File: src/rtl/add_seq_ctrl_pkg.sv
// add_seq_ctrl_pkg: shared state and opcode encodings for the multi-byte add/sub sequencer
package add_seq_ctrl_pkg;
  typedef enum logic [1:0] {
    IDLE = 2'd0,
    RUN  = 2'd1,
    DONE = 2'd2
  } state_e;
  localparam logic OP_ADD = 1'b0;
  localparam logic OP_SUB = 1'b1;
endpackage

File: src/rtl/add_seq_ctrl_adder8.sv
// adder8: 8-bit ripple-carry adder datapath
module adder8 (
  input  logic [7:0] a_i,
  input  logic [7:0] b_i,
  input  logic       cin_i,
  output logic [7:0] sum_o,
  output logic       cout_o
);
  assign {cout_o, sum_o} = {1'b0, a_i} + {1'b0, b_i} + {8'd0, cin_i};
endmodule

File: src/rtl/add_seq_ctrl.sv
// add_seq_ctrl: byte-serial NBYTES-wide add/subtract around a single adder8
module add_seq_ctrl
  import add_seq_ctrl_pkg::*;
#(
  parameter int NBYTES = 4,
  localparam int W = 8 * NBYTES
) (
  input  logic         clk,
  input  logic         rst,
  input  logic         in_valid,
  output logic         in_ready,
  input  logic [W-1:0] op_a,
  input  logic [W-1:0] op_b,
  input  logic         op_sub,
  output logic         out_valid,
  input  logic         out_ready,
  output logic [W-1:0] sum,
  output logic         cout,
  output logic         ovf,
  output logic         zero
);
  localparam int CW = $clog2(NBYTES + 1);
  state_e state_q, state_d;
  logic [CW-1:0] cnt_q, cnt_d;
  logic [W-1:0] a_q, a_d, b_q, b_d, res_q, res_d, sum_q, sum_d;
  logic carry_q, carry_d, cout_q, cout_d, ovf_q, ovf_d, zero_q, zero_d;
  logic [7:0] add_s;
  logic add_c;
  logic [W+7:0] res_cat;
  logic [W-1:0] res_nx;
  logic last;
  adder8 u_adder (
    .a_i   (a_q[7:0]),
    .b_i   (b_q[7:0]),
    .cin_i (carry_q),
    .sum_o (add_s),
    .cout_o(add_c)
  );
  assign res_cat   = {add_s, res_q} >> 8;
  assign res_nx    = res_cat[W-1:0];
  assign last      = cnt_q == CW'(NBYTES - 1);
  assign in_ready  = state_q == IDLE;
  assign out_valid = state_q == DONE;
  assign sum       = sum_q;
  assign cout      = cout_q;
  assign ovf       = ovf_q;
  assign zero      = zero_q;
  // next state: accept in IDLE, one byte per RUN cycle LSB first, hold results in DONE
  always_comb begin
    state_d = state_q;
    cnt_d   = cnt_q;
    a_d     = a_q;
    b_d     = b_q;
    res_d   = res_q;
    carry_d = carry_q;
    sum_d   = sum_q;
    cout_d  = cout_q;
    ovf_d   = ovf_q;
    zero_d  = zero_q;
    case (state_q)
      IDLE: if (in_valid) begin
        a_d     = op_a;
        b_d     = (op_sub == OP_SUB) ? ~op_b : op_b;
        carry_d = op_sub;
        cnt_d   = '0;
        state_d = RUN;
      end
      RUN: begin
        res_d   = res_nx;
        carry_d = add_c;
        a_d     = a_q >> 8;
        b_d     = b_q >> 8;
        cnt_d   = cnt_q + CW'(1);
        if (last) begin
          sum_d   = res_nx;
          cout_d  = add_c;
          ovf_d   = (a_q[7] == b_q[7]) && (add_s[7] != a_q[7]);
          zero_d  = res_nx == '0;
          state_d = DONE;
        end
      end
      DONE: state_d = out_ready ? IDLE : DONE;
      default: state_d = IDLE;
    endcase
  end
  // state and datapath registers with synchronous clear
  always_ff @(posedge clk) begin
    if (rst) begin
      state_q <= IDLE;
      cnt_q   <= '0;
      a_q     <= '0;
      b_q     <= '0;
      res_q   <= '0;
      carry_q <= 1'b0;
      sum_q   <= '0;
      cout_q  <= 1'b0;
      ovf_q   <= 1'b0;
      zero_q  <= 1'b0;
    end else begin
      state_q <= state_d;
      cnt_q   <= cnt_d;
      a_q     <= a_d;
      b_q     <= b_d;
      res_q   <= res_d;
      carry_q <= carry_d;
      sum_q   <= sum_d;
      cout_q  <= cout_d;
      ovf_q   <= ovf_d;
      zero_q  <= zero_d;
    end
  end
endmodule
File: config.mk
export PLATFORM = sky130hd
export DESIGN_NAME = add_seq_ctrl
export DESIGN_NICKNAME = d
export VERILOG_FILES = /design/src/rtl/add_seq_ctrl_pkg.sv /design/src/rtl/add_seq_ctrl_adder8.sv /design/src/rtl/add_seq_ctrl.sv
export SDC_FILE = /design/constraint.sdc
export NUM_CORES = 1
export LEC_CHECK = 0
export BUFFER_PORTS_ARGS = -buffer_cell sky130_fd_sc_hd__buf_2
export CAP_MARGIN = 20
export CORE_ASPECT_RATIO = 0.8
export CORE_MARGIN = 2
export CORE_UTILIZATION = 40
export DETAILED_ROUTE_END_ITERATION = 16
export GPL_TIMING_DRIVEN = 0
export PLACE_DENSITY = 0.58
export SLEW_MARGIN = 5
export SYNTH_ARGS = -nofsm -noshare
export SYNTH_HDL_FRONTEND = slang
export SYNTH_HIERARCHICAL = 1
export SYNTH_SLANG_ARGS = --single-unit
export TNS_END_PERCENT = 30
File: constraint.sdc
create_clock -name clk -period 3.8 [get_ports clk]
set_input_delay 0.38 -clock clk [delete_from_list [all_inputs] [get_ports clk]]
set_output_delay 0.38 -clock clk [all_outputs]
set_load 0.1 [all_outputs]
# After elaboration in Yosys (flattened, before gate mapping)
# Index checks and enable logic that the tools add are counted.
dict set report word_totals {
  reg_bits 137
  out_inout_bits 37
  word_cells 41
}
dict set report op_classes {
  muxes 13
  n_reduce_logical 7
  eq_ne 7
  bitwise 1
  n_addsub 3
}
# cell count
set ops {}
lappend ops {{case mux 32 bit (2 select lines)} 2}
lappend ops {{two-way mux 32 bit} 3}
lappend ops {{zero test 32 bit} 1}
lappend ops {{inverter 32 bit} 1}
lappend ops {{adder 8 x 8 -> 9 bit} 1}
lappend ops {{adder 9 x 1 -> 9 bit} 1}
lappend ops {{two-way mux 2 bit} 3}
lappend ops {{case mux 2 bit (3 select lines)} 1}
lappend ops {{case mux 3 bit (2 select lines)} 1}
lappend ops {{AND reduction 2 bit} 3}
lappend ops {{!= test 2 bit (second input constant)} 2}
lappend ops {{adder 3 x 1 -> 3 bit (second input constant)} 1}
lappend ops {{equality test 3 x 2 -> 1 bit (second input constant)} 1}
lappend ops {{two-way mux 3 bit} 1}
lappend ops {{equality test 2 x 1 -> 1 bit (second input constant)} 1}
lappend ops {{equality test 2 bit (second input constant)} 1}
lappend ops {{zero test 2 bit} 1}
lappend ops {{case mux 1 bit (2 select lines)} 1}
lappend ops {{nonzero test 2 bit} 1}
lappend ops {{equality test 1 bit} 1}
lappend ops {{logical AND 1 bit} 1}
lappend ops {{two-way mux 1 bit} 1}
lappend ops {{!= test 1 bit} 1}

# Longest topological paths before layout
# Gate-level depths: netlist of run 1.
dict set report logic_depth {
  depth_word 4
  depth_mapped 10
  depth_no_buf 10
}

# Hierarchy
# The synthesis of run 1 kept the hierarchy.
# module area_each_um2 cells_per_inst seq_area_each_um2 instances
set modules_own_cells {}
lappend modules_own_cells {add_seq_ctrl 5402.7 666 2582.5 1}
lappend modules_own_cells {adder8 312.8 38 0.0 1}

# Worst setup path after synthesis of run 1
# No wires, ideal clock.
dict set report synth_path {
  path_type {flip-flop to flip-flop}
  start {register a_q[0]}
  end {register zero_q (netlist: zero)}
  slack_ps 1097
  stages_incl_launch_ff 11
  arrival_time_ps 2619
  required_ps 3716
  n_path_buf 0
  setup_ps 84
  cell_sequence {dfxtp_1 -> fa_1 -> fa_1 -> a21oi_1 -> nor2b_1 -> a31oi_1 -> xnor2_1 -> nor4_1 -> nand4_1 -> or4_1 -> o31ai_2}
}
dict set report synth_between {
  elab_chain_len 3
}
# item line_no
set synth_rtl {}
lappend synth_rtl {{start: declaration} add_seq_ctrl.sv:25} ;# logic [W-1:0] a_q, a_d, b_q, b_d, res_q, res_d, sum_q, sum_d;
lappend synth_rtl {{start signal: assignment} add_seq_ctrl.sv:91} ;# a_q <= '0;
lappend synth_rtl {{start signal: assignment} add_seq_ctrl.sv:102} ;# a_q <= a_d;
lappend synth_rtl {{adder 8 x 8 -> 9 bit} add_seq_ctrl_adder8.sv:9} ;# assign {cout_o, sum_o} = {1'b0, a_i} + {1'b0, b_i} + {8'd0, cin_i};
lappend synth_rtl {{adder 9 x 1 -> 9 bit} add_seq_ctrl_adder8.sv:9}
lappend synth_rtl {{net add_s[6]} add_seq_ctrl.sv:27} ;# logic [7:0] add_s;
lappend synth_rtl {{zero test 32 bit} add_seq_ctrl.sv:78} ;# zero_d = res_nx == '0;
lappend synth_rtl {{end signal: assignment} add_seq_ctrl.sv:109} ;# zero_q <= zero_d;
lappend synth_rtl {{end: declaration} add_seq_ctrl.sv:26} ;# logic carry_q, carry_d, cout_q, cout_d, ovf_q, ovf_d, zero_q, zero_d;
# The timed path passes the listed nets, and every way through them passes these cells.
# A chain may end at the register's enable or synchronous reset.

# Final worst setup path of run 1
# Same ends and word-level chain as after synthesis.

==> impl_metrics.csv, run 1 <==
group,metric,value,unit
synth,synth_top_cells_by_area,"sky130_fd_sc_hd__dfxtp_1 45%, sky130_fd_sc_hd__a21oi_1 9.3%, sky130_fd_sc_hd__nand2_1 7.8%, sky130_fd_sc_hd__nor2_1 7.3%, sky130_fd_sc_hd__xor2_1 5.1%",
synth,synth_seq_cells,129,
global_routing,groute.usage.overall,0.226,
worst_setup_path,crit_path_max_fanout,3,
sta,finClkSkew,0.00795,ns
floorplanning,dieHeight,111,microns
layout,layout-drive-gt1-share,0.215,
worst_setup_path,critical-path-max-stage-delay,0.53,ns
global_routing,globalRouteOverflowTotal,0,
synth,syn_nets,784,
route,wl_per_cell,16.1,microns
synth,synthTopCellsByCount,"129 x sky130_fd_sc_hd__dfxtp_1, 119 x sky130_fd_sc_hd__nand2_1, 111 x sky130_fd_sc_hd__nor2_1",
layout,postLayoutCoreUtil,0.502,
placed_design,io_buffers,103,
sta,grt_setup_unrepaired,"false",
route,route.antenna.remaining_nets,0,
synth,syn_area,5720,sq um
worst_setup_path,cp_data_required_time,4.13,ns
placed_design,gp_routability_congestion,0.846,
synth,main_flop_type_after_synthesis,"sky130_fd_sc_hd__dfxtp_1",
clock_network,cts_made_buffers,17,
sta,fin_tns_setup,0,ns
layout,fin_area,7080,sq um
worst_setup_path,critical_path.endpoint_type,"flop",
run,max_cap_violations,0,
worst_setup_path,worstSetupPathType,"reg -> reg",
clock_network,post-cts-setup-buffer-count,0,
worst_setup_path,timing.critical_path.to,"zero$_SDFFE_PP0P_",
power,power_density,515,nW/um^2
synth,synth-edff-count,0,
synth,fraction_of_the_mapped_netlist_area_in_compound_gates,0.219,
route,finalWirelength,16.5,mm
floorplanning,dieArea,15300,sq um
worst_setup_path,cpMostUsedCell,"sky130_fd_sc_hd__fa_1",
sta,slew_headroom,0.598,
worst_setup_path,worst_path_max_delay_cell,"sky130_fd_sc_hd__or4_1",
power,leakage_power_figure,2.97,nW
route,post_drt_via_cell_ratio,5.32,
synth,seq_area_frac_synth,0.452,
placed_design,dpl-instance-area,6460,sq um
clock_network,root_cell_of_the_clock_tree,"sky130_fd_sc_hd__clkbuf_16",
power,vdd.ir_drop.worst,0.000341,V
global_routing,grt_antenna_before_repair,0,
sta,report.final.slew_viol_count,0,
placed_design,detailedPlacementHpwl,12.4,mm
floorplanning,io_pins,106,
global_routing,grt_first_pass_wirelength,26.7,mm
synth,synth.top_cell.area_share,0.452,
route,first_pass_drt_iterations,6,
synth,synth_top_family_by_area,"compound AO/OA/AOI/OAI gates",
sta,post-route-min-period,3.23,ns
global_routing,first_global_vias,5278,
synth,yosysMostFrequentCell,"sky130_fd_sc_hd__dfxtp_1",
synth,yosysWarnings,6,
route,routed-via-count,5434,
clock_network,cts_resized,0,
clock_network,register_clock_pin_slew_on_the_reported_worst_setup_and_hold_paths,0.06,ns
clock_network,holdBufCountCts,0,
worst_setup_path,worst_r2r_path_depth,10,
floorplanning,initial_utilization,0.405,
synth,synthArstFlopShare,0,
synth,fraction_of_synthesized_cell_area_in_xor_and_xnor_cells,0.0567,
sta,tightest_slew,0.602,ns
synth,synthAdderAreaFrac,0.0267,
worst_setup_path,launch_point_of_the_worst_path,"a_q[0]$_SDFFE_PP0P_",
sta,fin_worst_hold_slack,0.199,ns
sta,setup_failing_eps_final,0,
synth,synthesis.instances,704,
worst_setup_path,reg2reg_start,"a_q[0]$_SDFFE_PP0P_",
synth,syn_area_per_cell,8.12,sq um
layout,nNetsFinal,906,
clock_network,clock_sink_count,129,
floorplanning,die_width,138,microns
floorplanning,core.rowCount,39,
layout,n_fill_cell,1368,
synth,synth_simple_gate_area_frac,0.187,
hold_path,holdCritPathClass,"in -> reg",
synth,synth.area.mux_share,0,
floorplanning,coreArea,14100,sq um
layout,num_antenna_cells,0,
clock_network,htree_levels,4,
worst_setup_path,worst-r2r-setup-slack,0.57,ns
worst_setup_path,signal_arrival_time_at_the_worst_endpoint,3.56,ns
clock_network,worst_skew_pair_later_pin_latency,0.42,ns
global_routing,grt_start_max_net_pins,17,
synth,yosysUniqueCellTypes,35,
clock_network,clock_tree_from_tritoncts,"yes",
worst_setup_path,setup.worst_path.start_class,"flop",
synth,synth_top_area_cell,"sky130_fd_sc_hd__dfxtp_1",
sta,period_share,0.849,
worst_setup_path,reg2reg_end,"zero$_SDFFE_PP0P_",
outcome,run_status,"finished clean",
route,drcViolationCount,0,
sta,hold_violations,0,
clock_network,cts.path.max_buffers,2,
route,detailedRoute.firstIterationViolations,497,
sta,maxClockFrequency,310,MHz
worst_setup_path,timing.critical_path.cells,"fa_1, fa_1, a21oi_1, nor2b_1, a31oi_1, xnor2_1, nor4_1, nand4_1, or4_1, o31ai_2",
layout,area_growth,23.9,%
-- power breakdown --
group	switching, W	internal, W	leakage, nW
Clock	0.000592	0.00112	0.305
Sequential	0.0000600	0.00142	1.05
Combinational	0.000269	0.000178	1.61
-- critical path: cells and delay by family (launching register included) --
family / cells / cell delay (ns)
AO/OA/AOI/OAI: 3 / 0.59
adder cells (fa/ha/maj): 2 / 0.91
flip-flops: 1 / 0.34
XOR/XNOR: 1 / 0.14
AND/OR/NAND/NOR: 4 / 1.16
-- layer usage --
layer  GRT usage  part of all wire  vias to the layer above  wire length [microns]
li1            -                 -                     2677                      -
met1       0.329              0.49                     2565                   8090
met2       0.331              0.43                      175                   7100
met3      0.0585             0.067                       17                   1110
met4      0.0570             0.012                        0                    194
met5           0                 0                        -                      0
-- state kept, by name, indices dropped and copies added (netlist names) --
name	count
a_q	32
b_q	32
carry_q	1
cnt_q	3
cout	1
ovf	1
res_q	24
state_q	2
sum	32
zero	1
-- area by class of cell --
| cell class | count | area, sq um | share of cell area |
|---|---|---|---|
| buffer | 61 | 263 | 0.0371 |
| clock buffer | 20 | 457 | 0.0645 |
| clock inverter | 11 | 161 | 0.0228 |
| inverter | 19 | 71.3 | 0.0101 |
| multi-input combinational | 495 | 2800 | 0.395 |
| sequential | 129 | 2580 | 0.365 |
| tap | 184 | 230 | 0.0325 |
| timing repair buffer | 103 | 515 | 0.0728 |
-- worst min path at each step --
stage                                      start                   end  depth (start not counted)
after global placement      sum[17]$_SDFFE_PP0P_  sum[17]$_SDFFE_PP0P_                          2
after CTS                               op_a[28]  a_q[28]$_SDFFE_PP0P_                          3
after floorplan           res_q[13]$_SDFFE_PP0P_   sum[5]$_SDFFE_PP0P_                          2
final                                   op_a[31]  a_q[31]$_SDFFE_PP0P_                          3
after global routing                    op_a[28]  a_q[28]$_SDFFE_PP0P_                          3
after detailed placement    sum[24]$_SDFFE_PP0P_  sum[24]$_SDFFE_PP0P_                          2
-- cells by family after synthesis --
logic type	count (synthesis)
AOI/OAI and AO/OA	184
adders and majority gates	11
DFF	129
buffers and inverters	80
xor gates and xnor gates	37
and+or+nand+nor	263
-- through the flow --
stage / cells / total power [W] / worst slack [ns]
5_1_grt: 1022 / 0.00379 / 0.389
4_1_cts: 1022 / 0.00366 / 0.567
2_1_floorplan: 704 / 0.00180 / 1.10
6_report: 1022 / 0.00364 / 0.573
3_5_place_dp: 991 / 0.00195 / 0.589
3_3_place_gp: 991 / 0.00194 / 0.594
-- placed cells by master (no fill, tap or decap), drive strengths merged, types with 2 or more instances in the layout --
master | synthesis | layout
buf | 28 | 131
dfxtp | 129 | 129
nand2 | 119 | 119
nor2 | 111 | 111
a21oi | 107 | 107
clkbuf | 33 | 53
xor2 | 33 | 33
a222oi | 24 | 24
inv | 19 | 19
a22oi | 17 | 17
o221a | 17 | 17
nor2b | 12 | 12
ha | 9 | 9
a2111oi | 8 | 8
nor4 | 7 | 7
clkinv | 0 | 6
nor3 | 4 | 4
bufinv | 0 | 4
xnor2 | 4 | 4
o21bai | 2 | 2
and2 | 2 | 2
nand2b | 2 | 2
a211oi | 2 | 2
nand3 | 2 | 2
or4 | 2 | 2
o21ai | 2 | 2
fa | 2 | 2
Power figures use the tool's default switching activity.
==> inputs of run 2 (changes only) <==
==> constraint.sdc (replaced) <==
create_clock -name clk -period 3.2 [get_ports clk]
set_input_delay 0.32 -clock clk [delete_from_list [all_inputs] [get_ports clk]]
set_output_delay 0.32 -clock clk [all_outputs]
set_load 0.1 [all_outputs]
==> impl_metrics.csv, run 2 (same netlist as run 1, synthesis figures left out) <==
group,metric,value,unit
global_routing,groute.usage.overall,0.226,
layout,num_antenna_cells,0,
clock_network,cts.path.max_buffers,2,
global_routing,globalRouteOverflowTotal,0,
layout,layout.cells.most_common_list,"130 x sky130_fd_sc_hd__buf_2, 129 x sky130_fd_sc_hd__dfxtp_1, 119 x sky130_fd_sc_hd__nand2_1, 111 x sky130_fd_sc_hd__nor2_1, 106 x sky130_fd_sc_hd__a21oi_1",
floorplanning,dieArea,15300,sq um
hold_path,holdCritPathClass,"in -> reg",
global_routing,grt_first_pass_wirelength,26.7,mm
route,drcViolationCount,0,
worst_setup_path,critical_path.endpoint_type,"flop",
layout,n_fill_cell,1368,
global_routing,grt_antenna_before_repair,0,
route,routed-via-count,5442,
worst_setup_path,crit_path_max_fanout,3,
layout,nNetsFinal,907,
hold_path,hold-path-cell-count,3,
clock_network,root_cell_of_the_clock_tree,"sky130_fd_sc_hd__clkbuf_16",
run,max_cap_violations,0,
power,power_density,610,nW/um^2
worst_setup_path,cp_data_required_time,3.53,ns
layout,final_common_cell,"sky130_fd_sc_hd__buf_2",
power,vdd.ir_drop.worst,0.000400,V
clock_network,clock_tree_from_tritoncts,"yes",
layout,multiInputGateArea,2810,sq um
global_routing,first_global_vias,5282,
sta,grt_setup_unrepaired,"false",
clock_network,htree_levels,4,
sta,finClkSkew,0.00868,ns
sta,slew_headroom,0.596,
clock_network,holdBufCountCts,0,
route,detailedRoute.firstIterationViolations,504,
placed_design,setup_slack_at_placement,-0.0113,ns
worst_setup_path,critical-path-max-stage-delay,0.52,ns
route,finalWirelength,16.6,mm
clock_network,register_clock_pin_slew_on_the_reported_worst_setup_and_hold_paths,0.06,ns
floorplanning,dieHeight,111,microns
sta,hold_violations,0,
worst_setup_path,setup.worst_path.start_class,"flop",
sta,post-route-min-period,3.04,ns
sta,setup_failing_eps_final,0,
worst_setup_path,worstSetupPathType,"reg -> reg",
worst_setup_path,worst_path_max_delay_cell,"sky130_fd_sc_hd__or4_1",
floorplanning,core.rowCount,39,
floorplanning,initial_utilization,0.405,
floorplanning,coreArea,14100,sq um
floorplanning,die_width,138,microns
outcome,run_status,"finished clean",
worst_setup_path,timing.critical_path.cells,"fa_2, fa_1, a21oi_1, nor2b_1, a31oi_1, xnor2_1, nor4_2, nand4_1, or4_1, o31ai_2",
clock_network,cts_made_buffers,17,
global_routing,grt_start_max_net_pins,17,
floorplanning,io_pins,106,
sta,layout_setup_ws,0.157,ns
route,post_drt_via_cell_ratio,5.32,
power,finalPower,0.00433,W
clock_network,clock_sink_count,129,
route,wl_per_cell,16.2,microns
route,route.antenna.remaining_nets,0,
power,leakage_power_figure,2.98,nW
layout,area_growth,24.1,%
clock_network,worst_skew_pair_later_pin_latency,0.42,ns
layout,layout-drive-gt1-share,0.218,
layout,area_taken_by_flip_flops_and_latches,2580,sq um
layout,final_cells,1023,
worst_setup_path,signal_arrival_time_at_the_worst_endpoint,3.37,ns
placed_design,instance_count_after_placement_with_tap_cells_included,991,
sta,maxClockFrequency,329,MHz
sta,report.final.slew_viol_count,0,
placed_design,io_buffers,103,
route,first_pass_drt_iterations,5,
placed_design,detailedPlacementHpwl,12.4,mm
sta,tightest_slew,0.605,ns
placed_design,gp_routability_congestion,0.846,
worst_setup_path,worst_r2r_path_depth,10,
sta,period_share,0.951,
-- run 2: cell count changes in the layout (fill, tap and decap cells not counted), sizes merged --
| cell | before | now |
|---|---|---|
| buf | 131 | 132 |
-- run 2: critical path, delay by kind of cell (launching register included) --
family	cells	cell delay (ns)
AO/OA/AOI/OAI	3	0.56
XOR/XNOR	1	0.15
adder cells (fa/ha/maj)	2	0.84
flip-flops	1	0.35
AND/OR/NAND/NOR	4	1.08
-- run 2: final timing paths --
path | startpoint | to | slack, ns
max | a_q[0]$_SDFFE_PP0P_ | zero$_SDFFE_PP0P_ | 0.16
max reg2reg | a_q[0]$_SDFFE_PP0P_ | zero$_SDFFE_PP0P_ | 0.16
min | op_a[31] | a_q[31]$_SDFFE_PP0P_ | 0.14
min reg2reg | sum[24]$_SDFFE_PP0P_ | sum[24]$_SDFFE_PP0P_ | 0.45
-- run 2: stage by stage --
step | instance area [sq um] | TNS (ns) | hold WS, ns | util
2_1_floorplan | 5720 | 0 | 0.440 | -
3_3_place_gp | 6460 | -0.00613 | 0.446 | 0.458
3_5_place_dp | 6460 | -0.0113 | 0.443 | 0.458
4_1_cts | 7090 | 0 | 0.131 | 0.502
5_1_grt | 7100 | 0 | 0.156 | 0.503
6_report | 7100 | 0 | 0.144 | 0.503
-- run 2: power by group --
| group | switching [W] | internal, W | leakage (nW) |
|---|---|---|---|
| clock network | 0.000699 | 0.00133 | 0.305 |
| logic | 0.000321 | 0.000216 | 1.62 |
| registers | 0.0000723 | 0.00169 | 1.05 |
| total | 0.00109 | 0.00324 | 2.98 |
-- run 2: cell type report --
| type | instances | share of cell area |
|---|---|---|
| clock inverters | 11 | 0.0227 |
| clock buffers | 20 | 0.0644 |
| repair buffers | 104 | 0.0737 |
| flip-flops and latches | 129 | 0.364 |
| plain buffers | 61 | 0.0370 |
| inverters | 19 | 0.0101 |
| well taps | 184 | 0.0324 |
| multi-input cells | 495 | 0.396 |
-- run 2: per-layer routing --
metal / track usage / part of all wire
met3: 0.0585 / 0.061
met1: 0.329 / 0.50
met5: 0 / 0
met4: 0.0570 / 0.012
met2: 0.331 / 0.43
-- run 2: what timing repair did --
action | 4_1_cts | 5_1_grt
setup buffers | 0 | 1
endpoints found under the setup margin | 1 | 1
resized for setup | 1 | 1
gates cloned | 0 | 0
pin swaps | 0 | 3
==> inputs of run 3 (changes only) <==
--- a/config.mk
+++ b/config.mk
@@ -5,14 +5,15 @@
 export SDC_FILE = /design/constraint.sdc
 export NUM_CORES = 1
 export LEC_CHECK = 0
-export BUFFER_PORTS_ARGS = -buffer_cell sky130_fd_sc_hd__buf_2
 export CAP_MARGIN = 20
 export CORE_ASPECT_RATIO = 0.8
 export CORE_MARGIN = 2
 export CORE_UTILIZATION = 40
+export CTS_BUF_LIST = sky130_fd_sc_hd__clkbuf_4 sky130_fd_sc_hd__clkbuf_8
 export DETAILED_ROUTE_END_ITERATION = 16
+export DONT_BUFFER_PORTS = 1
 export GPL_TIMING_DRIVEN = 0
-export PLACE_DENSITY = 0.58
+export PLACE_DENSITY = 0.51
 export SLEW_MARGIN = 5
 export SYNTH_ARGS = -nofsm -noshare
 export SYNTH_HDL_FRONTEND = slang
==> impl_metrics.csv, run 3 (same netlist as run 1, synthesis figures left out) <==
group,metric,value,unit
floorplanning,io_pins,106,
worst_setup_path,cp_data_required_time,3.57,ns
power,clock_power_share,0.392,
power,vdd.ir_drop.worst,0.000255,V
layout,area_growth,13.4,%
sta,setup_failing_eps_final,0,
sta,hold_violations,0,
layout,num_antenna_cells,0,
clock_network,htree_levels,4,
floorplanning,coreArea,14100,sq um
global_routing,groute.usage.overall,0.224,
worst_setup_path,critical_path.endpoint_type,"flop",
sta,slew_headroom,0.334,
floorplanning,initial_utilization,0.405,
power,swShare,0.276,
worst_setup_path,setup.worst_path.start_class,"flop",
global_routing,grt_antenna_before_repair,0,
sta,maxClockFrequency,323,MHz
placed_design,gp_routability_congestion,0.858,
sta,period_share,0.968,
global_routing,globalRouteOverflowTotal,0,
placed_design,dpl-instance-area,6010,sq um
layout,nNetsFinal,809,
route,drcViolationCount,0,
sta,layout_setup_ws,0.104,ns
power,power_frac_seq,0.471,
power,power.combinational.fraction,0.137,
sta,post-route-min-period,3.10,ns
route,detailedRoute.firstIterationViolations,530,
power,leakage_power_figure,2.46,nW
clock_network,clock_sink_count,129,
power,power_density,577,nW/um^2
run,max_cap_violations,0,
clock_network,clock_tree_from_tritoncts,"yes",
route,route.antenna.remaining_nets,0,
clock_network,cts.path.max_buffers,2,
route,finalWirelength,16.5,mm
sta,report.final.slew_viol_count,0,
worst_setup_path,worstSetupPathType,"reg -> reg",
power,p_int,0.00271,W
placed_design,detailedPlacementHpwl,12.4,mm
layout,layout.cells.most_common_list,"129 x sky130_fd_sc_hd__dfxtp_1, 119 x sky130_fd_sc_hd__nand2_1, 110 x sky130_fd_sc_hd__nor2_1, 106 x sky130_fd_sc_hd__a21oi_1",
route,routed-via-count,5024,
floorplanning,die_width,138,microns
route,wl_per_cell,17.8,microns
clock_network,register_clock_pin_slew_on_the_reported_worst_setup_and_hold_paths,0.08,ns
clock_network,root_cell_of_the_clock_tree,"sky130_fd_sc_hd__clkbuf_8",
sta,finClkSkew,0.00919,ns
placed_design,setup_slack_at_placement,-0.0578,ns
placed_design,io_buffers,0,
worst_setup_path,crit_path_max_fanout,3,
global_routing,grt_first_pass_wirelength,26.2,mm
floorplanning,dieArea,15300,sq um
route,first_pass_drt_iterations,5,
sta,fin_tns_setup,0,ns
outcome,run_status,"finished clean",
hold_path,holdCritPathClass,"in -> reg",
layout,postLayoutCoreUtil,0.459,
global_routing,grt_start_max_net_pins,17,
layout,final_common_cell,"sky130_fd_sc_hd__dfxtp_1",
route,post_drt_via_cell_ratio,5.43,
global_routing,first_global_vias,4866,
clock_network,cts_made_buffers,17,
worst_setup_path,signal_arrival_time_at_the_worst_endpoint,3.46,ns
layout,fin_area,6480,sq um
clock_network,worst_skew_pair_later_pin_latency,0.45,ns
layout,n_fill_cell,1430,
floorplanning,core.rowCount,39,
sta,tightest_slew,0.998,ns
power,net-switching-power,0.00103,W
layout,layout-drive-gt1-share,0.120,
floorplanning,dieHeight,111,microns
==> run 3: final timing paths <==
kind                                from                    to  slack [ns]  cells after the start
setup / recovery     a_q[0]$_SDFFE_PP0P_     zero$_SDFFE_PP0P_        0.10                     10
hold / removal                  op_a[31]  a_q[31]$_SDFFE_PP0P_        0.01                      2
setup reg to reg     a_q[0]$_SDFFE_PP0P_     zero$_SDFFE_PP0P_        0.10                     10
hold reg to reg   res_q[12]$_SDFFE_PP0P_   sum[4]$_SDFFE_PP0P_        0.47                      2
==> run 3: cell type report <==
type                            instances  area, sq um  area share
Buffer                                 61          263      0.0406
Clock buffer                           21          277      0.0427
Clock inverter                         11          136      0.0211
Inverter                               19         71.3      0.0110
Multi-Input combinational cell        495         2840       0.438
Sequential cell                       129         2580       0.399
Tap cell                              184          230      0.0355
Timing Repair Buffer                    6         80.1      0.0124
==> run 3: power groups by stage <==
stage	Combinational, W	Sequential, W	Clock [W]
final	0.000511	0.00176	0.00146
after global routing	0.000567	0.00177	0.00157
after CTS	0.000496	0.00176	0.00149
after detailed placement	0.000489	0.00180	0
after global placement	0.000471	0.00180	0
after floorplan	0.000367	0.00177	0
==> run 3: stage by stage <==
step                instances  hold WS (ns)  total power [W]
floorplan                 704         0.440          0.00213
global placement          888         0.465          0.00227
detailed placement        892         0.468          0.00229
CTS                       925       0.00145          0.00375
global route              926       0.00647          0.00391
finish                    926        0.0145          0.00374
==> run 3: routing by layer <==
metal  GRT usage  wire, microns
met2       0.307           6800
met4      0.0557            185
met5           0              0
met1       0.345           8430
met3      0.0590           1090
==> run 3: critical path: stages, from the launching register on <==
cell	delay [ns]
sky130_fd_sc_hd__dfxtp_1	0.36
sky130_fd_sc_hd__fa_2	0.43
sky130_fd_sc_hd__fa_1	0.42
sky130_fd_sc_hd__a21oi_1	0.16
sky130_fd_sc_hd__nor2b_1	0.09
sky130_fd_sc_hd__a31oi_2	0.25
sky130_fd_sc_hd__xnor2_2	0.15
sky130_fd_sc_hd__nor4_4	0.30
sky130_fd_sc_hd__nand4_1	0.15
sky130_fd_sc_hd__or4_4	0.52
sky130_fd_sc_hd__o31ai_2	0.17
==> run 3: timing repair <==
item	CTS	global route
pin swaps	0	3
endpoints found under the setup margin	1	1
hold buffers	1	0
buffers inserted	0	1
hold endpoints to repair	1	0
resized for setup	1	5
